[config.mk]
export PLATFORM = sky130hd
export DESIGN_NAME = trap_ctrl
export DESIGN_NICKNAME = d
export VERILOG_FILES = /design/src/rtl/trap_ctrl.sv
export SDC_FILE = /design/constraint.sdc
export NUM_CORES = 1
export LEC_CHECK = 0
export ABC_AREA = 1
export BUFFER_PORTS_ARGS = -buffer_cell sky130_fd_sc_hd__buf_4
export CAP_MARGIN = 0
export CORE_AREA = 2 2 155 157
export CTS_CLUSTER_SIZE = 40
export DETAILED_ROUTE_END_ITERATION = 10
export DIE_AREA = 0 0 157 159
export GPL_ROUTABILITY_DRIVEN = 0
export HOLD_SLACK_MARGIN = 0.15
export PLACE_DENSITY = 0.76
export SETUP_SLACK_MARGIN = 0.2
export SYNTH_ARGS = -nofsm -noshare
export SYNTH_HDL_FRONTEND = slang
export SYNTH_SLANG_ARGS = --single-unit
[constraint.sdc]
create_clock -name clock -period 2 [get_ports clock]
set_clock_uncertainty 0.2 [all_clocks]
set_input_delay 0.2 -clock clock [delete_from_list [all_inputs] [get_ports clock]]
set_output_delay 0.2 -clock clock [all_outputs]
set_load 0.02 [all_outputs]
[src/rtl/trap_ctrl.sv]
// trap_ctrl: writeback-stage trap controller arbitrating exceptions, xRET and timer interrupt ahead of the CSR file
//
// Ports:
//   clock, reset_n         clock and asynchronous active-low reset
//   wb_valid_i, wb_pc_i    instruction in WB and its PC
//   illegal_i .. sret_i    decode flags of the WB instruction
//   priv_i, mie_i          current privilege and mstatus.MIE from the CSR file
//   timer_irq_i            machine timer interrupt level
//   newpc_i                trap/return target from the CSR file
//   exception_o, cause_o, pc_o   one-cycle registered trap request to the CSR file
//   flush_o                kill younger stages while a trap is in flight
//   redirect_valid_o, redirect_pc_o, redirect_ready_i   valid/ready redirect to IF
//   instret_o              retired-instruction count (minstret)
module trap_ctrl #(
  parameter logic [63:0] IRQ_CAUSE = {1'b1, 63'd7}
) (
  input  logic        clock,
  input  logic        reset_n,
  input  logic        wb_valid_i,
  input  logic [63:0] wb_pc_i,
  input  logic        illegal_i,
  input  logic        ebreak_i,
  input  logic        ecall_i,
  input  logic        mret_i,
  input  logic        sret_i,
  input  logic [1:0]  priv_i,
  input  logic        mie_i,
  input  logic        timer_irq_i,
  input  logic [63:0] newpc_i,
  output logic        exception_o,
  output logic [63:0] cause_o,
  output logic [63:0] pc_o,
  output logic        flush_o,
  output logic        redirect_valid_o,
  output logic [63:0] redirect_pc_o,
  input  logic        redirect_ready_i,
  output logic [63:0] instret_o
);
  // Cause codes shared with the CSR file (define.v); xRET use codes above the architectural range
  localparam logic [63:0] CAUSE_ILLEGAL = 64'd2;
  localparam logic [63:0] CAUSE_EBREAK  = 64'd3;
  localparam logic [63:0] ECALL_FROM_U  = 64'd8;
  localparam logic [63:0] ECALL_FROM_S  = 64'd9;
  localparam logic [63:0] ECALL_FROM_M  = 64'd11;
  localparam logic [63:0] MRET          = 64'h10;
  localparam logic [63:0] SRET          = 64'h11;
  typedef enum logic [1:0] {IDLE, TRAP, REDIRECT} state_t;
  state_t      state;
  logic        irq_pending;
  logic        irq_now;
  logic        irq_take;
  logic        ev_hit;
  logic [63:0] ecall_cause;
  logic [63:0] ev_cause;
  // A request arriving on the same edge counts as pending, so set-and-take leaves the flag clear
  always_comb begin
    irq_now     = irq_pending | timer_irq_i;
    irq_take    = (state == IDLE) && wb_valid_i && irq_now && mie_i;
    ev_hit      = irq_take || ((state == IDLE) && wb_valid_i &&
                  (illegal_i || ebreak_i || ecall_i || mret_i || sret_i));
    ecall_cause = (priv_i == 2'b00) ? ECALL_FROM_U :
                  (priv_i == 2'b01) ? ECALL_FROM_S : ECALL_FROM_M;
    ev_cause    = irq_take  ? IRQ_CAUSE     :
                  illegal_i ? CAUSE_ILLEGAL :
                  ebreak_i  ? CAUSE_EBREAK  :
                  ecall_i   ? ecall_cause   :
                  mret_i    ? MRET          : SRET;
  end
  always_ff @(posedge clock or negedge reset_n) begin
    if (!reset_n) begin
      state            <= IDLE;
      irq_pending      <= 1'b0;
      exception_o      <= 1'b0;
      cause_o          <= '0;
      pc_o             <= '0;
      flush_o          <= 1'b0;
      redirect_valid_o <= 1'b0;
      redirect_pc_o    <= '0;
      instret_o        <= '0;
    end else begin
      irq_pending <= irq_now && !irq_take;
      case (state)
        IDLE: begin
          if (ev_hit) begin
            cause_o     <= ev_cause;
            pc_o        <= wb_pc_i;
            exception_o <= 1'b1;
            flush_o     <= 1'b1;
            state       <= TRAP;
          end else if (wb_valid_i) begin
            instret_o   <= instret_o + 64'd1;
          end
        end
        TRAP: begin
          exception_o      <= 1'b0;
          redirect_pc_o    <= newpc_i;
          redirect_valid_o <= 1'b1;
          state            <= REDIRECT;
        end
        REDIRECT: begin
          if (redirect_ready_i) begin
            redirect_valid_o <= 1'b0;
            flush_o          <= 1'b0;
            state            <= IDLE;
          end
        end
        default: state <= IDLE;
      endcase
    end
  end
endmodule

[After elaboration in Yosys (flattened, before gate mapping)]
Cells that the tools add are included.
W data, S select, Z words.
Word-level totals
  register bits after elaboration: 262
  output and inout port bits: 259
  logic and storage cells: 54
Cells by class
  $add $sub $neg: 1
  equal/unequal tests: 5
  multiplexer cells: 15
  bitwise logic cells: 2
  reduce and logical (&&, ||, !) cells: 22
Operator list (count)
  $add A64 B1 Y64 const B: 1
  $mux W64: 1
  $mux W5: 3
  $mux W2: 4
  $reduce_and A2 Y1: 4
  $pmux W1 S2: 3
  $pmux W2 S3: 1
  $reduce_and A3 Y1: 2
  $reduce_bool A2 Y1: 3
  $logic_and A1 B1 Y1: 5
  $logic_or A1 B1 Y1: 5
  $eq A2 B1 Y1 const B: 2
  $logic_not A2 Y1: 2
  $ne A2 B2 Y1 const B: 2
  $mux W1: 3
  $eq A2 B2 Y1 const B: 1
  $logic_not A1 Y1: 1
  $not A1 Y1: 1
  $or A1 B1 Y1: 1

[Logic depth before layout (Yosys ltp)]
Gate-level depths: netlist of the first run.
  word-level depth: 8
  gate-level depth with buffers: 11
  mapped depth without buffers: 11

[Worst setup path before layout of the first run]
Ideal clock, no wire load.
  path kind: reg2reg
  start point: register instret_o[0]
  end point: register instret_o[26]
  library setup time: 0.118 ns
  data arrival time: 1.598 ns
  data required time: 1.682 ns
  setup slack: 0.083 ns
  stages on the path, launching flop included: 11
  buffers on the path: 0
  period minus slack after synthesis: 1.917 ns
  cell sequence: dfrtp_1 ha_1 inv_1 nor2_2 nand2_1 nor2_4 nand3_1 nor2_4 nand2_1 nor2_1 nor2_1
Between the ends
  cells in the longest elaborated chain, start to end: 1
RTL lines
  start, declared: line 37  | output logic [63:0] instret_o
  start signal, assigned: line 91  | instret_o <= instret_o + 64'd1;
  $add A64 B1 Y64: line 91
Every way passes these cells.
A chain may end at the register's enable or synchronous reset.

[Final worst setup path of the first run]
  start point: register instret_o[1]
  end point: register instret_o[14]
Same word-level chain as after synthesis.

==> results of run 1 <==
critical path: stages (launching register included):
cell	delay, ns
dfrtp_2	0.42
ha_4	0.15
inv_2	0.05
nor2_4	0.10
nand2_2	0.08
nor2_4	0.10
buf_12	0.15
buf_6	0.10
nand2_2	0.05
nor2_4	0.14
nand2_1	0.08
xnor2_1	0.13
power groups by stage:
| stage | combinational (W) | clock (W) | sequential (W) |
|---|---|---|---|
| after floorplan | 0.00222 | 0 | 0.00792 |
| after global placement | 0.00690 | 0 | 0.00633 |
| after detailed placement | 0.00705 | 0 | 0.00635 |
| after CTS | 0.00734 | 0.00445 | 0.00633 |
| after global routing | 0.00892 | 0.00465 | 0.00664 |
| final | 0.00841 | 0.00440 | 0.00652 |
worst paths after layout:
| check | cells past startpoint | slack (ns) | startpoint | endpoint |
|---|---|---|---|---|
| setup / recovery | 11 | 0.12 | instret_o[1]$_DFFE_PN0P_ | instret_o[14]$_DFFE_PN0P_ |
| hold / removal | 4 | 0.22 | newpc_i[61] | redirect_pc_o[61]$_DFFE_PN0P_ |
| setup reg to reg | 11 | 0.12 | instret_o[1]$_DFFE_PN0P_ | instret_o[14]$_DFFE_PN0P_ |
| hold reg to reg | 2 | 0.27 | redirect_pc_o[13]$_DFFE_PN0P_ | redirect_pc_o[13]$_DFFE_PN0P_ |
| max in group asynchronous | 4 | 0.45 | reset_n | redirect_pc_o[57]$_DFFE_PN0P_ |
| min in group asynchronous | 3 | 0.50 | reset_n | instret_o[12]$_DFFE_PN0P_ |
final cells by class:
| cell class | instances | area [sq um] | area share |
|---|---|---|---|
| repair inverters | 1 | 11.3 | 0.000717 |
| well taps | 319 | 399 | 0.0254 |
| flip-flops and latches | 203 | 5110 | 0.325 |
| repair buffers | 544 | 4760 | 0.303 |
| clock inverters | 11 | 121 | 0.00772 |
| multi-input cells | 928 | 4400 | 0.280 |
| clock buffers | 33 | 674 | 0.0429 |
| inverters | 60 | 250 | 0.0159 |
synthesized netlist by cell type, drive strengths merged, types with 3 or more instances:
cell type | number | share of area
nand4 | 16 | 0.011
nand3 | 34 | 0.019
buf | 82 | 0.059
nor3b | 3 | 0.0028
nand2 | 621 | 0.24
nor2 | 118 | 0.057
nand3b | 21 | 0.016
dfrtp | 203 | 0.52
xnor2 | 14 | 0.013
nor3 | 8 | 0.0041
inv | 60 | 0.023
xor2 | 17 | 0.015
clkbuf | 8 | 0.0031
o21ai | 5 | 0.0026
a31oi | 3 | 0.0019
and2 | 3 | 0.0019
metrics by stage:
step | worst slack [ns] | hold WS (ns)
after floorplan | 0.188 | -0.296
after global placement | 0.146 | -0.0468
after detailed placement | 0.0699 | -0.0405
after CTS | 0.190 | 0.198
after global routing | 0.0202 | 0.235
final | 0.121 | 0.220
cells by family (layout without fill, tap and decap cells):
kind of cell | after synthesis | count (layout) | share of synthesized area
compound gates | 10 | 10 | 0.00582
xor+xnor | 31 | 31 | 0.0281
fa+ha+maj | 1 | 1 | 0.00129
buf+inv | 150 | 649 | 0.0852
flops | 203 | 203 | 0.525
other cells | 1 | 58 | 0.000387
simple gates | 825 | 828 | 0.354
cell usage in the layout, fill, tap and decap left out, types with 25 or more instances in the layout:
cell type / synthesis / routed
dlygate4sd3_1: 0 / 141
nand2_2: 2 / 36
nor2_4: 10 / 25
nand2_1: 619 / 580
buf_4: 60 / 373
nand3_1: 32 / 28
inv_1: 58 / 55
conb_1: 1 / 58
nor2_1: 101 / 74
dfrtp_1: 203 / 182
clkbuf_16: 0 / 30
sequential cells by signal (all words and copies together), names as in the netlist:
signal and cells:
instret_o 64, pc_o 64, redirect_pc_o 64, cause_o 5, state 2, exception_o 1, flush_o 1, irq_pending 1
redirect_valid_o 1
what timing repair did:
action,in CTS,in global routing
hold buffers,141,0
cloned,2,12
pin swaps,10,22
gates resized for setup,21,125
endpoints found under the hold margin,347,0
setup buffers,7,20
endpoints found under the setup margin,100,133
layer usage:
metal / up-vias / global-route usage
li1: 4711 / -
met3: 188 / 0.0653
met5: - / 0
met4: 0 / 0.140
met2: 614 / 0.470
met1: 4922 / 0.305
==> key figures, run 1 <==
Outcome
  • Status: completed

Yosys
  • Synth warn: 0
  • Yosys reg bits: 203
  • Mean Syn Cell Area: 7.93 sq um
  • Synth async-reset ratio: 1.00
  • Yosys cell types: 35
  • Post-synth EDFFs: 0
  • Post-Synthesis Cells: 1221
  • Synth Flop Type: dfrtp_1
  • Cell area after synthesis: 9680 sq um
  • Register area share after synthesis: 0.525

Global route
  • First-pass GRT wire length: 53800 microns
  • GRT overflow: 0
  • Largest net degree at the start of global routing: 66
  • Vias in the first global route: 10600
  • Total GRT Usage: 0.270
  • Antenna violations before repair: 0

Power and ir drop
  • Clk pwr share: 0.228
  • Power Dens Cells: 1230 nW/um^2
  • Switching part of the total: 0.404
  • Reg power frac: 0.337
  • P_int: 0.0115 W
  • Leak pwr: 8.06 nW
  • Switching pwr: 0.00781 W
  • Maximum vdd drop: 1.13 mV
  • Logic pwr share: 0.435
  • Power, Total: 0.0193 W

Route
  • Wl on met1: 12800 microns
  • Wire per inst: 17.5 microns
  • Drt via density: 4.97
  • Post-Route WL: 36600 microns
  • ANT nets after route: 0
  • Met3 wire length: 3180 microns
  • Vias: 10400
  • Highest metal used: met4
  • Routed wl met2: 18300 microns
  • Initial DRC Count: 574
  • Pre-antenna DRT Iters: 5
  • DRC viols: 0

Floorplanning
  • Top-Level Pins: 400
  • Core box area: 23200 sq um
  • Starting Density: 0.417
  • Die height: 159 microns
  • Die Wd: 157 microns
  • Row cnt: 56
  • DIE AREA: 25000 sq um

Setup path
  • Critical path required time: 2.20 ns
  • Crit path arrival time: 2.08 ns
  • Critical Path End Type: register
  • Crit Path Class: register to register
  • Startpoint types: register
  • Critical Path Fanout Max: 8

Placement
  • IO Port Bufs: 341
  • Placed cell area: 12600 sq um
  • Detailed Place HPWL: 21900 microns
  • Placed Cells: 1873

STA
  • Final hold vios: 0
  • Max Fclk: 0.532 GHz
  • Tcrit/Tclk final: 0.939
  • Final setup fails: 0
  • Unrepaired setup endpoints after global routing: yes
  • Period minus WS final: 1.88 ns
  • Slew Limit Fails: 0
  • Sum of negative setup slack: 0 ns

Clocking
  • Clk Latency, worst-skew pair: 0.52 ns
  • H-tree depth: 1
  • CTS root buffer: clkbuf_16
  • Clock sink count: 203
  • CTS Buf Count: 24
  • Clock transition at path regs: 0.06 ns
  • Clock buffer depth: 3
  • CTS tree: yes

Finish
  • Util after Layout: 0.678
  • Area grow syn2layout: 62.4%
  • Final Non-Filler Cells: 2099
  • Fraction of layout cells with a size suffix above 1: 0.322
  • N_diodes: 0
  • Final nets: 1904
  • # fillers: 1639
  • Post-Layout Inst Area: 15700 sq um

Run
  • Max-cap violation count: 0

Min path
  • Min-delay worst type: primary input to register
Note: power is estimated with default switching activity, not from simulation.
==> run 2, diff against run 1 <==
REMOVE_ABC_BUFFERS = 1   (was default)
==> run 2 against run 1 <==
Combinational power is 6.5% lower. Register-to-register slack better by 0.02 ns. Fmax is 0.95% higher. Worst hold slack worse by 0.025 ns. Sequential share of layout area is 0.84 points higher. First-iteration DRC count is 5.7% higher. Critical endpoint is now instret_o[47]$_DFFE_PN0P_. Final area is 2.7% lower. Sequential cell count stayed put. Global-route usage is 0.57 points lower. Critical path type unchanged.
==> key figures, run 2 (synthesis gave the netlist of run 1 again) <==
Setup path
  • FF-to-FF setup slack: 0.14 ns
  • Startpoint types: register
  • FF-to-FF path depth: 8
  • RR Startpoint: instret_o[19]$_DFFE_PN0P_
  • Critical path required time: 2.20 ns
  • Critical R2R Capture: instret_o[47]$_DFFE_PN0P_
  • Crit Path Class: register to register
  • Crit path from: instret_o[19]$_DFFE_PN0P_
  • Crit path arrival time: 2.06 ns
  • Critical Path Fanout Max: 5
  • Critical Path Sink: instret_o[47]$_DFFE_PN0P_
  • Critical Path End Type: register

Clocking
  • Clock sink count: 203
  • Clock buffer depth: 3
  • H-tree depth: 1
  • Clk Latency, worst-skew pair: 0.51 ns
  • Clock transition at path regs: 0.06 ns
  • CTS tree: yes
  • CTS Buf Count: 24
  • CTS root buffer: clkbuf_16

Floorplanning
  • Die height: 159 microns
  • Starting Density: 0.417
  • Core box area: 23200 sq um
  • Top-Level Pins: 400
  • Die Wd: 157 microns
  • Row cnt: 56
  • DIE AREA: 25000 sq um

Route
  • Initial DRC Count: 607
  • ANT nets after route: 0
  • Post-Route WL: 35200 microns
  • Wire per inst: 16.9 microns
  • Vias: 10100
  • Pre-antenna DRT Iters: 7
  • DRC viols: 0
  • Drt via density: 4.86

Global route
  • GRT overflow: 0
  • Vias in the first global route: 10000
  • Antenna violations before repair: 4
  • First-pass GRT wire length: 52400 microns
  • Total GRT Usage: 0.264
  • Largest net degree at the start of global routing: 70

Finish
  • Util after Layout: 0.659
  • Final nets: 1888
  • Area grow syn2layout: 58.0%
  • Fraction of layout cells with a size suffix above 1: 0.290
  • Biggest regs: instret_o: 64 flops, pc_o: 64 flops, redirect_pc_o: 64 flops
  • Most frequent cells in the layout: 615 x nand2_1, 373 x buf_4, 188 x dfrtp_1
  • Commonest non-fill, non-tap cell in the layout: nand2_1
  • Post-Layout Inst Area: 15300 sq um

Placement
  • Detailed Place HPWL: 21900 microns
  • Worst slack, placed: 0.0320 ns
  • IO Port Bufs: 341
  • Placed cell area: 12600 sq um

Power and ir drop
  • Leak pwr: 7.92 nW
  • Power Dens Cells: 1230 nW/um^2
  • Logic pwr share: 0.416
  • P_int: 0.0113 W
  • Switching pwr: 0.00754 W
  • Reg power frac: 0.341
  • Clk pwr share: 0.243
  • Switching part of the total: 0.400
  • Maximum vdd drop: 1.01 mV

STA
  • Period minus WS final: 1.86 ns
  • Final setup fails: 0
  • Final hold vios: 0
  • Max-Slew Margin vs Limit: 0.628
  • Unrepaired setup endpoints after global routing: yes
  • Max Fclk: 0.537 GHz
  • Hold Slack: 0.195 ns
  • Slew Limit Fails: 0
  • Tcrit/Tclk final: 0.930
  • Final worst slack: 0.139 ns
  • Tightest Pin Transition: 0.559 ns

Min path
  • Min-delay worst type: primary input to register

Outcome
  • Status: completed

Run
  • Max-cap violation count: 0
[run 2: changes by cell type in the layout (fill, tap and decap cells not counted), moves of 4 or more]
cell      change
buf_12        -4
buf_6         -6
clkbuf_1      -4
clkbuf_8      +4
dfrtp_1       +6
dfrtp_2       -6
diode_2       +5
nand2_1      +35
nand2_2      -32
nor2_1        +6
nor2_2        -4
[run 2: worst max-delay path, cell delays in order (launching register included)]
cell     delay (ns)
dfrtp_2        0.42
nand2_1        0.12
nor2_1         0.20
nor3b_2        0.26
nand2_2        0.15
nor2_4         0.19
nand2_1        0.08
nand2_1        0.06
nand2_1        0.05
[run 2: timing repair]
| action | in CTS | in global routing |
|---|---|---|
| buffers inserted | 10 | 6 |
| gates resized for setup | 30 | 40 |
| pin swaps | 13 | 13 |
| hold buffers | 140 | 0 |
| hold endpoints to repair | 344 | 0 |
| endpoints found under the setup margin | 97 | 118 |
| gates cloned | 3 | 5 |
[run 2: per-layer routing]
metal  global-route usage  share of wire
met5                    0              0
met4                0.127          0.053
met3               0.0599          0.078
met2                0.459           0.50
met1                0.307           0.37
[run 2: stage by stage]
step	std cells	power [W]	TNS, ns
final	2087	0.0189	0
after global routing	2086	0.0198	0
after CTS	2071	0.0183	0
after detailed placement	1875	0.0134	0
after global placement	1875	0.0133	0
after floorplan	1188	0.00991	-202.06
[run 2: cell type report]
| type | instances | area [sq um] |
|---|---|---|
| fillers | 1710 | 7900 |
| flip-flops and latches | 203 | 5100 |
| repair buffers | 528 | 4490 |
| multi-input cells | 929 | 4220 |
| clock buffers | 33 | 714 |
| well taps | 319 | 399 |
| inverters | 60 | 230 |
| clock inverters | 10 | 131 |
| diodes | 5 | 12.5 |
[run 2: power groups by stage]
| stage | Clock [W] | Combinational, W | Sequential (W) |
|---|---|---|---|
| finish | 0.00458 | 0.00786 | 0.00643 |
| CTS | 0.00462 | 0.00737 | 0.00632 |
| global placement | 0 | 0.00698 | 0.00630 |
| detailed placement | 0 | 0.00713 | 0.00632 |
| global route | 0.00481 | 0.00838 | 0.00657 |
| floorplan | 0 | 0.00199 | 0.00792 |
[run 2: how the worst min path moves through the flow]
| stage | end | from | cells past startpoint | slack, ns |
|---|---|---|---|---|
| 3_3_place_gp | instret_o[7]$_DFFE_PN0P_ | reset_n | 1 | 0.03 |
| 2_1_floorplan | cause_o[0]$_DFFE_PN0P_ | reset_n | 0 | -0.30 |
| 6_report | instret_o[1]$_DFFE_PN0P_ | sret_i | 8 | 0.20 |
| 4_1_cts | instret_o[1]$_DFFE_PN0P_ | sret_i | 8 | 0.16 |
| 5_1_grt | pc_o[8]$_DFFE_PN0P_ | wb_pc_i[8] | 4 | 0.23 |
| 3_5_place_dp | instret_o[7]$_DFFE_PN0P_ | reset_n | 1 | 0.04 |
